### src/rtl/johnson_decoder_if.sv
// Johnson-code link bundle: code sample and qualifiers in, decoded index and
// status out. The master drives the code, the slave is the decoder.
interface johnson_decoder_if #(
   parameter int WIDTH = 4,
   parameter int IDX_W = 3,
   parameter int ERR_W = 8
);
   logic [WIDTH-1:0] code_in;
   logic             code_valid;
   logic             err_clr;
   logic [IDX_W-1:0] index_out;
   logic             index_valid;
   logic             illegal;
   logic             seq_err;
   logic             locked;
   logic [ERR_W-1:0] err_count;

   modport master (
      output code_in, code_valid, err_clr,
      input  index_out, index_valid, illegal, seq_err, locked, err_count
   );

   modport slave (
      input  code_in, code_valid, err_clr,
      output index_out, index_valid, illegal, seq_err, locked, err_count
   );
endinterface

### src/rtl/johnson_decoder.sv
// Johnson-code receiver: decodes each valid code to its index, checks it
// against the expected successor, locks after LOCK_COUNT good steps and keeps
// a saturating count of illegal codes and sequence breaks.
module johnson_decoder #(
   parameter int WIDTH      = 4,
   parameter int IDX_W      = 3,
   parameter int LOCK_COUNT = 4,
   parameter int ERR_W      = 8
) (
   input  logic              clk,
   input  logic              rst,
   johnson_decoder_if.slave  bus
);
   localparam int                CNT_W     = $clog2(LOCK_COUNT + 1);
   // Sequence length reduced modulo 2**IDX_W; subtraction below wraps correctly.
   localparam logic [IDX_W-1:0]  SEQ_LEN   = IDX_W'(2 * WIDTH);
   localparam logic [IDX_W-1:0]  LAST_IDX  = IDX_W'(2 * WIDTH - 1);
   localparam logic [CNT_W-1:0]  LOCK_LAST = CNT_W'(LOCK_COUNT - 1);
   localparam logic [ERR_W-1:0]  ERR_MAX   = '1;

   typedef enum logic [1:0] {HUNT, TRACK, LOCKED} state_t;

   state_t            state_reg, state_next;
   logic [CNT_W-1:0]  good_reg, good_next;
   logic [IDX_W-1:0]  prev_reg, prev_next;
   logic [IDX_W-1:0]  index_reg, index_next;
   logic              index_valid_reg, index_valid_next;
   logic              illegal_reg, illegal_next;
   logic              seq_err_reg, seq_err_next;
   logic [ERR_W-1:0]  err_reg, err_next;

   logic [WIDTH-2:0]  edge_bits;
   logic [IDX_W-1:0]  pop;
   logic [IDX_W-1:0]  n_edges;
   logic [IDX_W-1:0]  idx;
   logic [IDX_W-1:0]  succ_idx;
   logic              legal;
   logic              is_succ;
   logic              err_event;

   // A legal Johnson code has at most one 0/1 boundary between adjacent bits.
   generate
      for (genvar gi = 0; gi < WIDTH - 1; gi++) begin : g_edge
         assign edge_bits[gi] = bus.code_in[gi] ^ bus.code_in[gi+1];
      end
   endgenerate

   // Decode: popcount and boundary count, index and expected successor.
   always_comb begin
      pop     = '0;
      n_edges = '0;
      for (int i = 0; i < WIDTH; i++) begin
         pop = pop + IDX_W'(bus.code_in[i]);
      end
      for (int i = 0; i < WIDTH - 1; i++) begin
         n_edges = n_edges + IDX_W'(edge_bits[i]);
      end
      legal    = (n_edges <= IDX_W'(1));
      idx      = bus.code_in[WIDTH-1] ? (SEQ_LEN - pop) : pop;
      succ_idx = (prev_reg == LAST_IDX) ? '0 : prev_reg + 1'b1;
      is_succ  = (idx == succ_idx);
   end

   // Next-state, lock tracking and output pulses.
   always_comb begin
      state_next       = state_reg;
      good_next        = good_reg;
      prev_next        = prev_reg;
      index_next       = index_reg;
      index_valid_next = 1'b0;
      illegal_next     = 1'b0;
      seq_err_next     = 1'b0;
      err_event        = 1'b0;

      if (bus.code_valid) begin
         if (!legal) begin
            illegal_next = 1'b1;
            err_event    = 1'b1;
            state_next   = HUNT;
            good_next    = '0;
         end else begin
            index_next       = idx;
            index_valid_next = 1'b1;
            prev_next        = idx;
            unique case (state_reg)
               HUNT: begin
                  state_next = TRACK;
                  good_next  = '0;
               end
               TRACK: begin
                  if (is_succ) begin
                     if (good_reg == LOCK_LAST) begin
                        state_next = LOCKED;
                        good_next  = '0;
                     end else begin
                        good_next = good_reg + 1'b1;
                     end
                  end else begin
                     good_next = '0;
                  end
               end
               LOCKED: begin
                  if (!is_succ) begin
                     seq_err_next = 1'b1;
                     err_event    = 1'b1;
                     state_next   = HUNT;
                     good_next    = '0;
                  end
               end
               default: begin
                  state_next = HUNT;
                  good_next  = '0;
               end
            endcase
         end
      end

      // Clear wins over a simultaneous increment; count saturates.
      if (bus.err_clr) begin
         err_next = '0;
      end else if (err_event && (err_reg != ERR_MAX)) begin
         err_next = err_reg + 1'b1;
      end else begin
         err_next = err_reg;
      end
   end

   // State and output registers; reset overrides everything.
   always_ff @(posedge clk) begin
      if (rst) begin
         state_reg       <= HUNT;
         good_reg        <= '0;
         prev_reg        <= '0;
         index_reg       <= '0;
         index_valid_reg <= 1'b0;
         illegal_reg     <= 1'b0;
         seq_err_reg     <= 1'b0;
         err_reg         <= '0;
      end else begin
         state_reg       <= state_next;
         good_reg        <= good_next;
         prev_reg        <= prev_next;
         index_reg       <= index_next;
         index_valid_reg <= index_valid_next;
         illegal_reg     <= illegal_next;
         seq_err_reg     <= seq_err_next;
         err_reg         <= err_next;
      end
   end

   assign bus.index_out   = index_reg;
   assign bus.index_valid = index_valid_reg;
   assign bus.illegal     = illegal_reg;
   assign bus.seq_err     = seq_err_reg;
   assign bus.locked      = (state_reg == LOCKED);
   assign bus.err_count   = err_reg;
endmodule
### src/flat_wrapper.sv
// flat-port wrapper written by rule: the top's interface ports become plain ports
module johnson_decoder_flat 
#(
   parameter int WIDTH      = 4,
   parameter int IDX_W      = 3,
   parameter int LOCK_COUNT = 4,
   parameter int ERR_W      = 8
)
  (clk, rst, bus_code_in, bus_code_valid, bus_err_clr, bus_index_out, bus_index_valid, bus_illegal, bus_seq_err, bus_locked, bus_err_count);
  johnson_decoder_if #(.WIDTH(WIDTH), .IDX_W(IDX_W), .ERR_W(ERR_W)) bus_i ();
  input  logic clk;
  input  logic rst;
  input wire logic [$bits(bus_i.code_in)-1:0] bus_code_in;
  input wire logic [$bits(bus_i.code_valid)-1:0] bus_code_valid;
  input wire logic [$bits(bus_i.err_clr)-1:0] bus_err_clr;
  output wire logic [$bits(bus_i.index_out)-1:0] bus_index_out;
  output wire logic [$bits(bus_i.index_valid)-1:0] bus_index_valid;
  output wire logic [$bits(bus_i.illegal)-1:0] bus_illegal;
  output wire logic [$bits(bus_i.seq_err)-1:0] bus_seq_err;
  output wire logic [$bits(bus_i.locked)-1:0] bus_locked;
  output wire logic [$bits(bus_i.err_count)-1:0] bus_err_count;
  assign bus_i.code_in = bus_code_in;
  assign bus_i.code_valid = bus_code_valid;
  assign bus_i.err_clr = bus_err_clr;
  assign bus_index_out = bus_i.index_out;
  assign bus_index_valid = bus_i.index_valid;
  assign bus_illegal = bus_i.illegal;
  assign bus_seq_err = bus_i.seq_err;
  assign bus_locked = bus_i.locked;
  assign bus_err_count = bus_i.err_count;
  johnson_decoder #(.WIDTH(WIDTH), .IDX_W(IDX_W), .LOCK_COUNT(LOCK_COUNT), .ERR_W(ERR_W)) u_core (.clk(clk), .rst(rst), .bus(bus_i));
endmodule
### config.mk
export PLATFORM = sky130hd
export DESIGN_NAME = johnson_decoder_flat
export DESIGN_NICKNAME = d
export VERILOG_FILES = /design/src/rtl/johnson_decoder_if.sv /design/src/rtl/johnson_decoder.sv /design/src/flat_wrapper.sv
export SDC_FILE = /design/constraint.sdc
export NUM_CORES = 1
export LEC_CHECK = 0
export BUFFER_PORTS_ARGS = -buffer_cell sky130_fd_sc_hd__buf_2
export CORE_MARGIN = 1.5
export CORE_UTILIZATION = 40
export DETAILED_ROUTE_END_ITERATION = 10
export MAX_ROUTING_LAYER = met4
export SETUP_SLACK_MARGIN = 0.5
export SLEW_MARGIN = 20
export SYNTH_ARGS = -nofsm -noshare
export SYNTH_HDL_FRONTEND = slang
export SYNTH_SLANG_ARGS = --single-unit
### constraint.sdc
create_clock -name clk -period 4.6 [get_ports clk]
set_clock_uncertainty 0.2 [all_clocks]
set_input_delay 0.69 -clock clk [delete_from_list [all_inputs] [get_ports clk]]
set_output_delay 0.69 -clock clk [all_outputs]
set_load 0.03 [all_outputs]
==> results.rst, run 1 <==
.. list-table::
   :header-rows: 1

   * - Metric
     - Value
   * - Run status
     - finished, final reports clean
   * - Setup Crit Path Kind
     - in2reg
   * - Global route total overflow
     - 0
   * - Logic depth of the worst register-to-register path
     - 8
   * - DRC marker count from the first detailed-route iteration
     - 23
   * - CTS root buf
     - sky130_fd_sc_hd__clkbuf_4
   * - GRT Resource Usage Total
     - 16.6%
   * - RSZ-0062 raised after global routing
     - no
   * - H-Tree Level Count
     - 1
   * - # port buffers
     - 22
   * - Routed via count
     - around 950
   * - Final weighted congestion in routability-driven placement
     - 0.855
   * - Number of detailed-route iterations in the first pass
     - 4
   * - Core area
     - about 2500 um2
   * - Clk buf depth
     - 2
   * - Final Core Density
     - between 40 and 50%
   * - Endpoint class of the critical path
     - register
   * - #FFs+latches synth
     - 19
   * - Classification of the worst-slack hold path
     - reg2reg
   * - Number of primary I/O pins
     - 23
   * - Final hold viol count
     - 0
   * - Die extent in y
     - roughly 56 um
   * - Filler cell count in the final layout
     - 258
   * - Global-route wire length before repair
     - 4060 um
   * - Predominant post-synthesis flop cell
     - sky130_fd_sc_hd__dfxtp_1
   * - Startpoint type of the worst setup path
     - input port
   * - Shortest clock period the worst path allows after layout
     - roughly 3.7 ns
   * - Post-cts repair resize count
     - 0
   * - Post-DR wirelength/cell
     - between 10 and 15 um
   * - Post-synth design cell area
     - 1110 um2
   * - Fmax achieved
     - 0.271 GHz
   * - Die extent in x
     - 55.6 um
   * - Max-Cap Viols
     - 0
   * - Area added between synthesis and finish
     - 14.5%
   * - Arrival time reported for the critical path endpoint
     - 3.70 ns
   * - Avg Vias per Cell
     - between 5 and 6
   * - Number of antenna cells inserted
     - 0
   * - Layout net count
     - ~160
   * - Clock buffers created by TritonCTS
     - 3
   * - Post-DRT Antenna Nets
     - 0
   * - Least setup slack across all paths after layout
     - just over 0.9 ns
   * - Die ar.
     - roughly 3100 um2
   * - Number of global-route vias before repair
     - 922
   * - TritonCTS clock tree
     - built
   * - Share of synthesized area occupied by flip-flops and latches
     - 34.4%
   * - Maximum resistive drop on vdd
     - approximately 0.16 mV
   * - Hold depth
     - 2
   * - Cell area after placement
     - 1240 um2
   * - Async set-reset flop share out of synthesis
     - 0%
   * - Total Neg Setup Slack
     - 0 ns
   * - Yosys warning total
     - 0
   * - Final Non-Filler Cells
     - roughly 180
   * - Average footprint of a synthesized cell
     - roughly 9.2 um2
   * - Leakage dissipation
     - 0.614 nW
   * - Period utilization
     - ~80%
   * - Power density over cell area
     - about 280 nW/um2
   * - Number of nets produced by synthesis
     - ~140
   * - DR DRC count
     - 0
   * - Post-route cell area
     - 1270 um2
   * - Number of flops mapped to enable cells by yosys
     - 0
   * - Sinks on Clock Net
     - 19
   * - Post-placement cell count
     - roughly 170
   * - Placement Setup Slack
     - 0.595 ns
   * - Number of standard-cell rows in the floorplan
     - 18
   * - Setup violation total in the final timing report
     - 0
   * - Number of flip-flops in the largest register
     - 8
   * - CTS hold repair buffers
     - 0
   * - Critical-path maximum fanout
     - 12
   * - Instance count of the mapped netlist
     - roughly 120
   * - # Post-CTS Setup Buffers
     - 0
   * - Clock latency on the worst-skew pair
     - roughly 0.30 ns
   * - Required time of the worst setup path
     - ~4.6 ns
   * - Max-slew violations
     - 0
   * - Detailed Place HPWL
     - approximately 1700 um
   * - Ratio of cells with drive above 1 in the final layout
     - a little under a quarter
   * - Clock input transition at the sequential cells of the worst setup and hold paths
     - 0.12 ns
   * - Largest net degree at the start of global routing
     - 17
   * - Worst-case headroom to the max-slew limit
     - 49.7%
   * - Final Routed Wirelength
     - roughly 2300 um
   * - Worst slew pin tran
     - 0.755 ns
   * - Antenna violations before repair
     - 0
   * - Yosys cell types
     - 38
   * - Effective utilization at floorplan
     - ~44%
-- worst paths after layout --
kind / start / endpoint / slack (ns)
worst max-delay path: bus_code_in[0] / u_core.bus.err_count[4]$_SDFFE_PP0P_ / 0.91
worst min-delay path: u_core.good_reg[2]$_SDFFE_PP0P_ / u_core.good_reg[2]$_SDFFE_PP0P_ / 0.25
worst max register to register: u_core.prev_reg[0]$_SDFFE_PP0P_ / u_core.bus.err_count[4]$_SDFFE_PP0P_ / 2.25
worst min register to register: u_core.good_reg[2]$_SDFFE_PP0P_ / u_core.good_reg[2]$_SDFFE_PP0P_ / 0.25
-- Yosys cell counts (4+ instances only) --
library cell	instances	area share [%]
sky130_fd_sc_hd__a21oi_1	4	1.8
sky130_fd_sc_hd__dfxtp_1	19	34
sky130_fd_sc_hd__ha_1	7	7.9
sky130_fd_sc_hd__inv_1	6	2.0
sky130_fd_sc_hd__mux2i_1	7	6.3
sky130_fd_sc_hd__nand2_1	9	3.1
sky130_fd_sc_hd__nand2b_1	4	2.3
sky130_fd_sc_hd__nand4_1	4	2.3
sky130_fd_sc_hd__nor2_1	9	3.1
sky130_fd_sc_hd__nor2b_1	5	2.8
sky130_fd_sc_hd__nor3_1	5	2.3
-- kinds of logic (layout without fill, tap and decap cells) --
kind of cell	count (synthesis)	after routing	synth area share, %
muxes	8	8	7.68
adders and majority gates	8	8	9.72
buffers and inverters	8	32	3.39
AOI/OAI and AO/OA	21	21	13.1
xor gates and xnor gates	4	4	4.41
and+or+nand+nor	53	53	27.3
DFF	19	19	34.3
-- cell type report --
class	count	area, um2	share of cell area (%)
well taps	30	37.5	2.96
inverters	6	22.5	1.78
repair buffers	22	110	8.69
clock buffers	3	22.5	1.78
clock inverters	1	5.00	0.395
multi-input cells	94	689	54.4
flip-flops and latches	19	380	30.0
-- stage by stage --
stage                     total power, mW  hold WS (ns)
after floorplan                     0.252         0.227
after global placement              0.272         0.237
after detailed placement            0.275         0.241
after CTS                           0.364         0.258
after global routing                0.382         0.294
final                               0.360         0.254
-- worst max-delay path, cell delays in order --
cell	delay, ns
sky130_fd_sc_hd__buf_2	0.11
sky130_fd_sc_hd__ha_1	0.32
sky130_fd_sc_hd__fa_1	0.37
sky130_fd_sc_hd__ha_1	0.30
sky130_fd_sc_hd__inv_1	0.05
sky130_fd_sc_hd__ha_1	0.26
sky130_fd_sc_hd__mux2i_1	0.38
sky130_fd_sc_hd__mux2_4	0.35
sky130_fd_sc_hd__nor4_2	0.24
sky130_fd_sc_hd__o21a_2	0.30
sky130_fd_sc_hd__a21oi_1	0.10
sky130_fd_sc_hd__a31o_2	0.21
-- where the power goes --
part           total [mW]  internal, mW  leakage, nW  switching [mW]
clock              0.0887        0.0324       0.0177          0.0563
combinational      0.0971        0.0419        0.442          0.0551
sequential          0.174         0.170        0.154         0.00442
total               0.360         0.244        0.614           0.116
-- layer usage --
layer	vias up	GRT usage [%]	share of wire [%]	wire (um)
li1	493	-	-	-
met1	436	20.7	50	1140
met2	18	27.4	46	1060
met3	2	2.09	3.2	74
met4	0	6.27	0.83	19
met5	-	-	0	0
-- layout by cell type, fill, tap and decap left out, drive strengths merged, types with 4 or more instances in the layout --
cell	synthesis	routed
ha	7	7
inv	6	6
mux2i	7	7
nand2b	4	4
a21oi	4	4
nand2	9	9
nor2b	5	5
nor3	5	5
nor2	9	9
nand4	4	4
dfxtp	19	19
buf	1	22
No activity file was read; power rests on OpenSTA's default activity.
==> run 2, diff against run 1 <==
==> constraint.sdc (replaced) <==
create_clock -name clk -period 3.75 [get_ports clk]
set_clock_uncertainty 0.2 [all_clocks]
set_input_delay 0.5625 -clock clk [delete_from_list [all_inputs] [get_ports clk]]
set_output_delay 0.5625 -clock clk [all_outputs]
set_load 0.03 [all_outputs]
==> run 2 against run 1 <==
Effect of this change:
- clock power up 25%
- sequential power rose by 23%
- core utilization up 5.8 points
- highest routed layer unchanged
- global-route usage is 0.57 points higher
==> results.rst, run 2 (synthesis gave the netlist of run 1 again) <==
.. list-table::
   :header-rows: 1

   * - Metric
     - Value
   * - Global-route wire length before repair
     - 4170 um (was 4060 um)
   * - Final hold viol count
     - 0 (unchanged)
   * - Sinks on Clock Net
     - 19 (unchanged)
   * - Setup Crit Path Kind
     - in2reg (unchanged)
   * - Number of global-route vias before repair
     - 916 (was 922)
   * - Avg Vias per Cell
     - 5.52 (was 5.42)
   * - Startpoint type of the worst setup path
     - input port (unchanged)
   * - Max-Cap Viols
     - 0 (unchanged)
   * - Cell-internal power
     - 0.325 mW (was 0.244 mW)
   * - Slowest stage cell on the critical path
     - sky130_fd_sc_hd__fa_2 (was sky130_fd_sc_hd__mux2i_1)
   * - DR DRC count
     - 0 (unchanged)
   * - Delay of the slowest cell on the worst path
     - 0.40 ns (was 0.38 ns)
   * - Seq pwr share
     - 44.1% (was 48.4%)
   * - Routed via count
     - 994 (was 949)
   * - Cell seen most often among critical-path stages
     - sky130_fd_sc_hd__ha_4 (was sky130_fd_sc_hd__ha_1)
   * - Final Core Density
     - 55.6% (was 49.8%)
   * - CTS root buf
     - sky130_fd_sc_hd__clkbuf_4 (unchanged)
   * - Run status
     - finished, final reports clean (unchanged)
   * - Arrival time reported for the critical path endpoint
     - 3.18 ns (was 3.70 ns)
   * - # port buffers
     - 22 (unchanged)
   * - Post-DRT Antenna Nets
     - 0 (unchanged)
   * - Required time of the worst setup path
     - 3.76 ns (was 4.61 ns)
   * - Clock input transition at the sequential cells of the worst setup and hold paths
     - 0.12 ns (about the same)
   * - Max-slew violations
     - 0 (unchanged)
   * - Endpoint class of the critical path
     - register (unchanged)
   * - Effective utilization at floorplan
     - 43.5% (unchanged)
   * - Shortest clock period the worst path allows after layout
     - around 3.2 ns
   * - Final Routed Wirelength
     - 2560 um (was 2290 um)
   * - Total Neg Setup Slack
     - 0 ns (unchanged)
   * - Antenna violations before repair
     - 0 (unchanged)
   * - Clock buffers created by TritonCTS
     - 3 (unchanged)
   * - Number of flip-flops in the largest register
     - 8 (unchanged)
   * - Final weighted congestion in routability-driven placement
     - 0.779 (was 0.855)
   * - RSZ-0062 raised after global routing
     - yes (was no)
   * - Global route total overflow
     - 0 (unchanged)
   * - CTS hold repair buffers
     - 0 (unchanged)
   * - Share of total power in the clock network
     - 22.9% (was 24.6%)
   * - Fmax achieved
     - 0.315 GHz
   * - Largest net degree at the start of global routing
     - 17 (unchanged)
   * - Number of antenna cells inserted
     - 0 (unchanged)
   * - Leakage dissipation
     - 0.637 nW (was 0.614 nW)
   * - Combinational fraction of design power
     - 33.1% (was 27.0%)
   * - Critical path cell sequence
     - buf_8, ha_4, fa_2, ha_4, inv_4, ha_4, mux2i_4, mux2_4, nor4_4, o21a_4, nand4_1, mux2i_1 (was buf_2, ha_1, fa_1, ha_1, inv_1, ha_1, mux2i_1, mux2_4, nor4_2, o21a_2, a21oi_1, a31o_2)
   * - H-Tree Level Count
     - 1 (unchanged)
   * - DRC marker count from the first detailed-route iteration
     - 20 (was 23)
   * - Setup violation total in the final timing report
     - 0 (unchanged)
   * - Number of detailed-route iterations in the first pass
     - 4 (unchanged)
   * - Post-DR wirelength/cell
     - 14.2 um (was 13.1 um)
   * - Classification of the worst-slack hold path
     - reg2reg (unchanged)
   * - Clk buf depth
     - 2 (unchanged)
   * - Die extent in y
     - 55.6 um (unchanged)
   * - Switching power share of the total
     - 33.0% (was 32.2%)
   * - Placement Setup Slack
     - 0.183 ns (was 0.595 ns)
   * - Maximum resistive drop on vdd
     - 0.192 mV (was 0.164 mV)
   * - Worst slew pin tran
     - 0.693 ns (was 0.755 ns)
   * - Area added between synthesis and finish
     - 27.7% (was 14.5%)
   * - Critical-path maximum fanout
     - 6 (was 12)
   * - Power density over cell area
     - 343 nW/um2 (was 284 nW/um2)
   * - Net switching component of the power
     - 0.160 mW (was 0.116 mW)
   * - Detailed Place HPWL
     - 1730 um (was 1700 um)
   * - Worst-case headroom to the max-slew limit
     - 53.8% (was 49.7%)
   * - GRT Resource Usage Total
     - 17.2% (was 16.6%)
   * - Number of standard-cell rows in the floorplan
     - 18 (unchanged)
   * - Layout net count
     - 167 (was 162)
   * - Clock latency on the worst-skew pair
     - 0.30 ns (about the same)
   * - Core area
     - 2540 um2 (unchanged)
   * - Most frequent standard cell in the layout excluding fill and tap cells
     - sky130_fd_sc_hd__buf_2 (unchanged)
   * - Least setup slack across all paths after layout
     - 0.580 ns (was 0.914 ns)
   * - Period utilization
     - between 80% and 90%
   * - Die ar.
     - 3090 um2 (unchanged)
   * - Die extent in x
     - 55.6 um (unchanged)
   * - Ratio of cells with drive above 1 in the final layout
     - 33.3% (was 22.8%)
   * - Number of primary I/O pins
     - 23 (unchanged)
   * - Commonest non-fill, non-tap cells in the layout
     - sky130_fd_sc_hd__buf_2 (20), sky130_fd_sc_hd__dfxtp_1 (19), sky130_fd_sc_hd__nor2_1 (9), sky130_fd_sc_hd__nand2_1 (9) (was sky130_fd_sc_hd__buf_2 (22), sky130_fd_sc_hd__dfxtp_1 (19), sky130_fd_sc_hd__nor2_1 (9), sky130_fd_sc_hd__nand2_1 (9))
   * - TritonCTS clock tree
     - built (unchanged)
[run 2: changes by cell type in the layout (fill, tap and decap cells not counted), moves of 2 or more]
cell / previous run / this run
sky130_fd_sc_hd__a21oi_2: 0 / 3
sky130_fd_sc_hd__a21oi_1: 4 / 1
sky130_fd_sc_hd__inv_1: 6 / 4
sky130_fd_sc_hd__ha_1: 7 / 4
sky130_fd_sc_hd__buf_4: 0 / 4
sky130_fd_sc_hd__ha_4: 0 / 3
sky130_fd_sc_hd__mux2i_1: 7 / 5
sky130_fd_sc_hd__buf_2: 22 / 20
[run 2: power groups by stage]
stage          combinational [mW]  sequential [mW]  clock (mW)
3_5_place_dp                0.138            0.218           0
3_3_place_gp                0.137            0.218           0
4_1_cts                     0.139            0.214       0.117
2_1_floorplan              0.0990            0.228           0
5_1_grt                     0.174            0.215       0.123
6_report                    0.160            0.214       0.111
[run 2: final timing paths]
check | endpoint | start | slack, ns | depth (start not counted)
worst min register to register | u_core.good_reg[2]$_SDFFE_PP0P_ | u_core.good_reg[2]$_SDFFE_PP0P_ | 0.26 | 2
worst max-delay path | u_core.bus.err_count[6]$_SDFFE_PP0P_ | bus_code_in[0] | 0.58 | 12
worst min-delay path | u_core.good_reg[2]$_SDFFE_PP0P_ | u_core.good_reg[2]$_SDFFE_PP0P_ | 0.26 | 2
worst max register to register | u_core.good_reg[0]$_SDFFE_PP0P_ | u_core.prev_reg[0]$_SDFFE_PP0P_ | 1.37 | 8
[run 2: timing repair]
item | 4_1_cts | 5_1_grt
resized for setup | 0 | 11
buffers inserted | 0 | 4
endpoints found under the setup margin | 0 | 11
[run 2: worst max-delay path, delay by kind of cell]
kind | cells | cell delay, ns
AND/OR/NAND/NOR | 2 | 0.41
buffers and inverters | 2 | 0.14
AO/OA/AOI/OAI | 1 | 0.23
multiplexers | 3 | 0.70
adder cells (fa/ha/maj) | 4 | 1.15
[run 2: final cells by class]
class | instances | area (um2)
Tap cell | 30 | 37.5
Timing Repair Buffer | 26 | 156
Fill cell | 250 | 1130
Multi-Input combinational cell | 95 | 787
Clock buffer | 3 | 22.5
Inverter | 6 | 25.0
Clock inverter | 1 | 5.00
Sequential cell | 19 | 380
[run 2: metal layers]
layer | vias up | part of all wire [%] | GRT usage, %
met3 | 2 | 3.2 | 2.09
met2 | 16 | 49 | 27.6
met1 | 473 | 47 | 22.7
met5 | - | 0 | -
li1 | 503 | - | -
met4 | 0 | 0.59 | 5.23
[run 2: metrics by stage]
stage | hold slack (ns) | total power, mW | cell area [um2] | std cells
2_1_floorplan | 0.227 | 0.327 | 1170 | 121
3_5_place_dp | 0.241 | 0.356 | 1300 | 171
3_3_place_gp | 0.237 | 0.355 | 1300 | 171
4_1_cts | 0.262 | 0.469 | 1330 | 175
5_1_grt | 0.300 | 0.512 | 1410 | 180
6_report | 0.256 | 0.485 | 1410 | 180
==> run 3, diff against run 2 <==
==> constraint.sdc (replaced) <==
create_clock -name clk -period 3 [get_ports clk]
set_clock_uncertainty 0.2 [all_clocks]
set_input_delay 0.45 -clock clk [delete_from_list [all_inputs] [get_ports clk]]
set_output_delay 0.45 -clock clk [all_outputs]
set_load 0.03 [all_outputs]
==> run 3 against run 2 <==
Effect of this change:
- sequential share of layout area is 1.5 points lower
- flip-flop and latch count stayed put
- clock power is 19% higher
- combinational power is 39% higher
- largest cell class unchanged
- largest power group unchanged
- critical path depth stayed put
- design area is 6.1% higher
- worst setup slack worse by 0.52 ns
- clock-buffer cell count stayed put
==> results.rst, run 3 (synthesis gave the netlist of run 1 again) <==
.. list-table::
   :header-rows: 1

   * - Metric
     - Value
   * - Number of detailed-route iterations in the first pass
     - 5 (was 4)
   * - Startpoint type of the worst setup path
     - input port (unchanged)
   * - Final Routed Wirelength
     - 2390 um (was 2560 um)
   * - Max-slew violations
     - 0 (unchanged)
   * - Ratio of cells with drive above 1 in the final layout
     - 38.9% (was 33.3%)
   * - # port buffers
     - 22 (unchanged)
   * - Global route total overflow
     - 0 (unchanged)
   * - Required time of the worst setup path
     - 3.01 ns (was 3.76 ns)
   * - Most frequent standard cell in the layout excluding fill and tap cells
     - sky130_fd_sc_hd__buf_2 (unchanged)
   * - Die extent in x
     - 55.6 um (unchanged)
   * - Fmax achieved
     - 0.341 GHz
   * - Period utilization
     - a little over nine tenths
   * - Worst-case register-to-register setup slack
     - 0.67 ns (was 1.37 ns)
   * - Placement Setup Slack
     - -0.331 ns (was 0.183 ns)
   * - CTS root buf
     - sky130_fd_sc_hd__clkbuf_4 (unchanged)
   * - Number of standard-cell rows in the floorplan
     - 18 (unchanged)
   * - Post-DR wirelength/cell
     - 12.8 um (was 14.2 um)
   * - Maximum resistive drop on vdd
     - 0.265 mV (was 0.192 mV)
   * - Shortest clock period the worst path allows after layout
     - 2.94 ns
   * - Core area
     - 2540 um2 (unchanged)
   * - Critical-path maximum fanout
     - 5 (was 6)
   * - H-Tree Level Count
     - 1 (unchanged)
   * - Logic depth of the worst register-to-register path
     - 7 (was 8)
   * - Detailed Place HPWL
     - 1760 um (was 1730 um)
   * - Arrival time reported for the critical path endpoint
     - 2.94 ns (was 3.18 ns)
   * - Classification of the worst-slack hold path
     - in2reg (was reg2reg)
   * - CTS hold repair buffers
     - 0 (unchanged)
   * - Max-Cap Viols
     - 0 (unchanged)
   * - Final Core Density
     - 58.9% (was 55.6%)
   * - Largest net degree at the start of global routing
     - 17 (unchanged)
   * - Area added between synthesis and finish
     - 35.5% (was 27.7%)
   * - RSZ-0062 raised after global routing
     - yes (unchanged)
   * - Worst Hold Launch
     - bus_code_valid (was u_core.good_reg[2]$_SDFFE_PP0P_)
   * - Final weighted congestion in routability-driven placement
     - 0.758 (was 0.779)
   * - GRT Resource Usage Total
     - 17.0% (was 17.2%)
   * - Endpoint of the most critical register-to-register path
     - u_core.bus.err_count[4]$_SDFFE_PP0P_ (was u_core.good_reg[0]$_SDFFE_PP0P_)
   * - DRC marker count from the first detailed-route iteration
     - 18 (was 20)
   * - Leakage dissipation
     - 0.681 nW (was 0.637 nW)
   * - DR DRC count
     - 0 (unchanged)
   * - Commonest non-fill, non-tap cells in the layout
     - sky130_fd_sc_hd__buf_2 (20), sky130_fd_sc_hd__dfxtp_1 (19), sky130_fd_sc_hd__nor2_1 (9), sky130_fd_sc_hd__nand2_1 (9), sky130_fd_sc_hd__buf_4 (9) (was sky130_fd_sc_hd__buf_2 (20), sky130_fd_sc_hd__dfxtp_1 (19), sky130_fd_sc_hd__nor2_1 (9), sky130_fd_sc_hd__nand2_1 (9))
   * - Number of flip-flops in the largest register
     - 8 (unchanged)
   * - Power density over cell area
     - 414 nW/um2 (was 343 nW/um2)
   * - Run status
     - finished, final reports clean (unchanged)
   * - Endpoint class of the critical path
     - register (unchanged)
   * - Hold depth
     - 2 (unchanged)
   * - Clk buf depth
     - 2 (unchanged)
   * - Timing startpoint of the critical path
     - bus_code_in[0] (unchanged)
   * - Detailed-route wire length on metal 1
     - 1160 um (was 1200 um)
   * - Setup violation total in the final timing report
     - 0 (unchanged)
   * - Setup Crit Path Kind
     - in2reg (unchanged)
   * - Worst slew pin tran
     - 0.562 ns (was 0.693 ns)
   * - Met3 layer wire length in the routed design
     - 97 um (was 83 um)
   * - Final hold viol count
     - 0 (unchanged)
   * - TritonCTS clock tree
     - built (unchanged)
   * - Highest routed metal layer
     - met4 (unchanged)
   * - Post-DRT Antenna Nets
     - 0 (unchanged)
   * - Die ar.
     - 3090 um2 (unchanged)
   * - Sinks on Clock Net
     - 19 (unchanged)
   * - Wire length on met2
     - 1120 um (was 1260 um)
   * - Worst-case headroom to the max-slew limit
     - 62.4% (was 53.8%)
   * - Number of antenna cells inserted
     - 0 (unchanged)
   * - Avg Vias per Cell
     - 5.48 (was 5.52)
   * - Clock input transition at the sequential cells of the worst setup and hold paths
     - 0.11 ns (was 0.12 ns)
   * - Global-route wire length before repair
     - 4220 um (was 4170 um)
   * - Routed via count
     - 1,024 (was 994)
   * - Die extent in y
     - 55.6 um (unchanged)
   * - Worst flop-to-flop path startpoint
     - u_core.prev_reg[0]$_SDFFE_PP0P_ (unchanged)
   * - Clock latency on the worst-skew pair
     - 0.30 ns (about the same)
   * - Number of primary I/O pins
     - 23 (unchanged)
   * - Layout net count
     - 174 (was 167)
   * - Effective utilization at floorplan
     - 43.5% (unchanged)
   * - End point of the worst hold path
     - u_core.good_reg[2]$_SDFFE_PP0P_ (unchanged)
   * - Least setup slack across all paths after layout
     - 0.0643 ns (was 0.580 ns)
   * - Number of global-route vias before repair
     - 979 (was 916)
   * - Antenna violations before repair
     - 0 (unchanged)
   * - Clock buffers created by TritonCTS
     - 3 (unchanged)
[run 3: cell types whose count changed in the layout (fill, tap and decap cells not counted), sizes merged]
cell	change
buf	+7
[run 3: worst max-delay path by stage]
stage,end,slack (ns),cells after the start
2_1_floorplan,u_core.bus.err_count[6]$_SDFFE_PP0P_,-0.17,12
4_1_cts,u_core.bus.err_count[7]$_SDFFE_PP0P_,0.07,12
3_3_place_gp,u_core.bus.err_count[7]$_SDFFE_PP0P_,-0.30,13
6_report,u_core.good_reg[1]$_SDFFE_PP0P_,0.06,12
3_5_place_dp,u_core.bus.err_count[2]$_SDFFE_PP0P_,-0.33,13
5_1_grt,u_core.good_reg[0]$_SDFFE_PP0P_,-0.02,13
[run 3: power by group]
| part | internal (mW) | total [mW] | switching (mW) |
|---|---|---|---|
| Sequential | 0.260 | 0.267 | 0.00690 |
| Combinational | 0.114 | 0.222 | 0.108 |
| Clock | 0.0496 | 0.132 | 0.0828 |
[run 3: what timing repair did]
action / 4_1_cts / 5_1_grt
resized for setup: 8 / 9
setup endpoints to repair: 14 / 14
cloned: 1 / 0
pin swaps: 11 / 5
buffers inserted: 1 / 0
[run 3: layout make-up]
| class | instances | area (um2) |
|---|---|---|
| clock buffer | 3 | 22.5 |
| clock inverter | 1 | 5.00 |
| fill | 248 | 1040 |
| inverter | 6 | 25.0 |
| multi-input combinational | 95 | 813 |
| sequential | 19 | 380 |
| tap | 30 | 37.5 |
| timing repair buffer | 33 | 216 |
[run 3: per-stage QoR]
| stage | total power [mW] | instances | hold slack (ns) | cell area [um2] | TNS, ns |
|---|---|---|---|---|---|
| after global placement | 0.466 | 181 | 0.238 | 1380 | -3.40 |
| after detailed placement | 0.468 | 181 | 0.257 | 1380 | -3.80 |
| after global routing | 0.658 | 187 | 0.170 | 1500 | -0.0337 |
| after CTS | 0.617 | 187 | 0.178 | 1460 | 0 |
| after floorplan | 0.412 | 121 | 0.227 | 1170 | -1.17 |
| final | 0.621 | 187 | 0.186 | 1500 | 0 |
[run 3: layer usage]
metal  vias to the layer above  global-route usage (%)
met3                         2                    3.26
li1                        518                       -
met4                         0                    4.18
met1                       483                    22.5
met5                         -                       -
met2                        21                    26.9
[run 3: critical path, cell delays in order]
cell	delay, ns
sky130_fd_sc_hd__buf_8	0.10
sky130_fd_sc_hd__ha_4	0.23
sky130_fd_sc_hd__fa_2	0.35
sky130_fd_sc_hd__ha_4	0.29
sky130_fd_sc_hd__inv_4	0.03
sky130_fd_sc_hd__ha_4	0.21
sky130_fd_sc_hd__mux2i_4	0.16
sky130_fd_sc_hd__mux2_4	0.34
sky130_fd_sc_hd__o31a_1	0.37
sky130_fd_sc_hd__a31oi_1	0.15
sky130_fd_sc_hd__nor2_1	0.08
sky130_fd_sc_hd__a21o_1	0.16
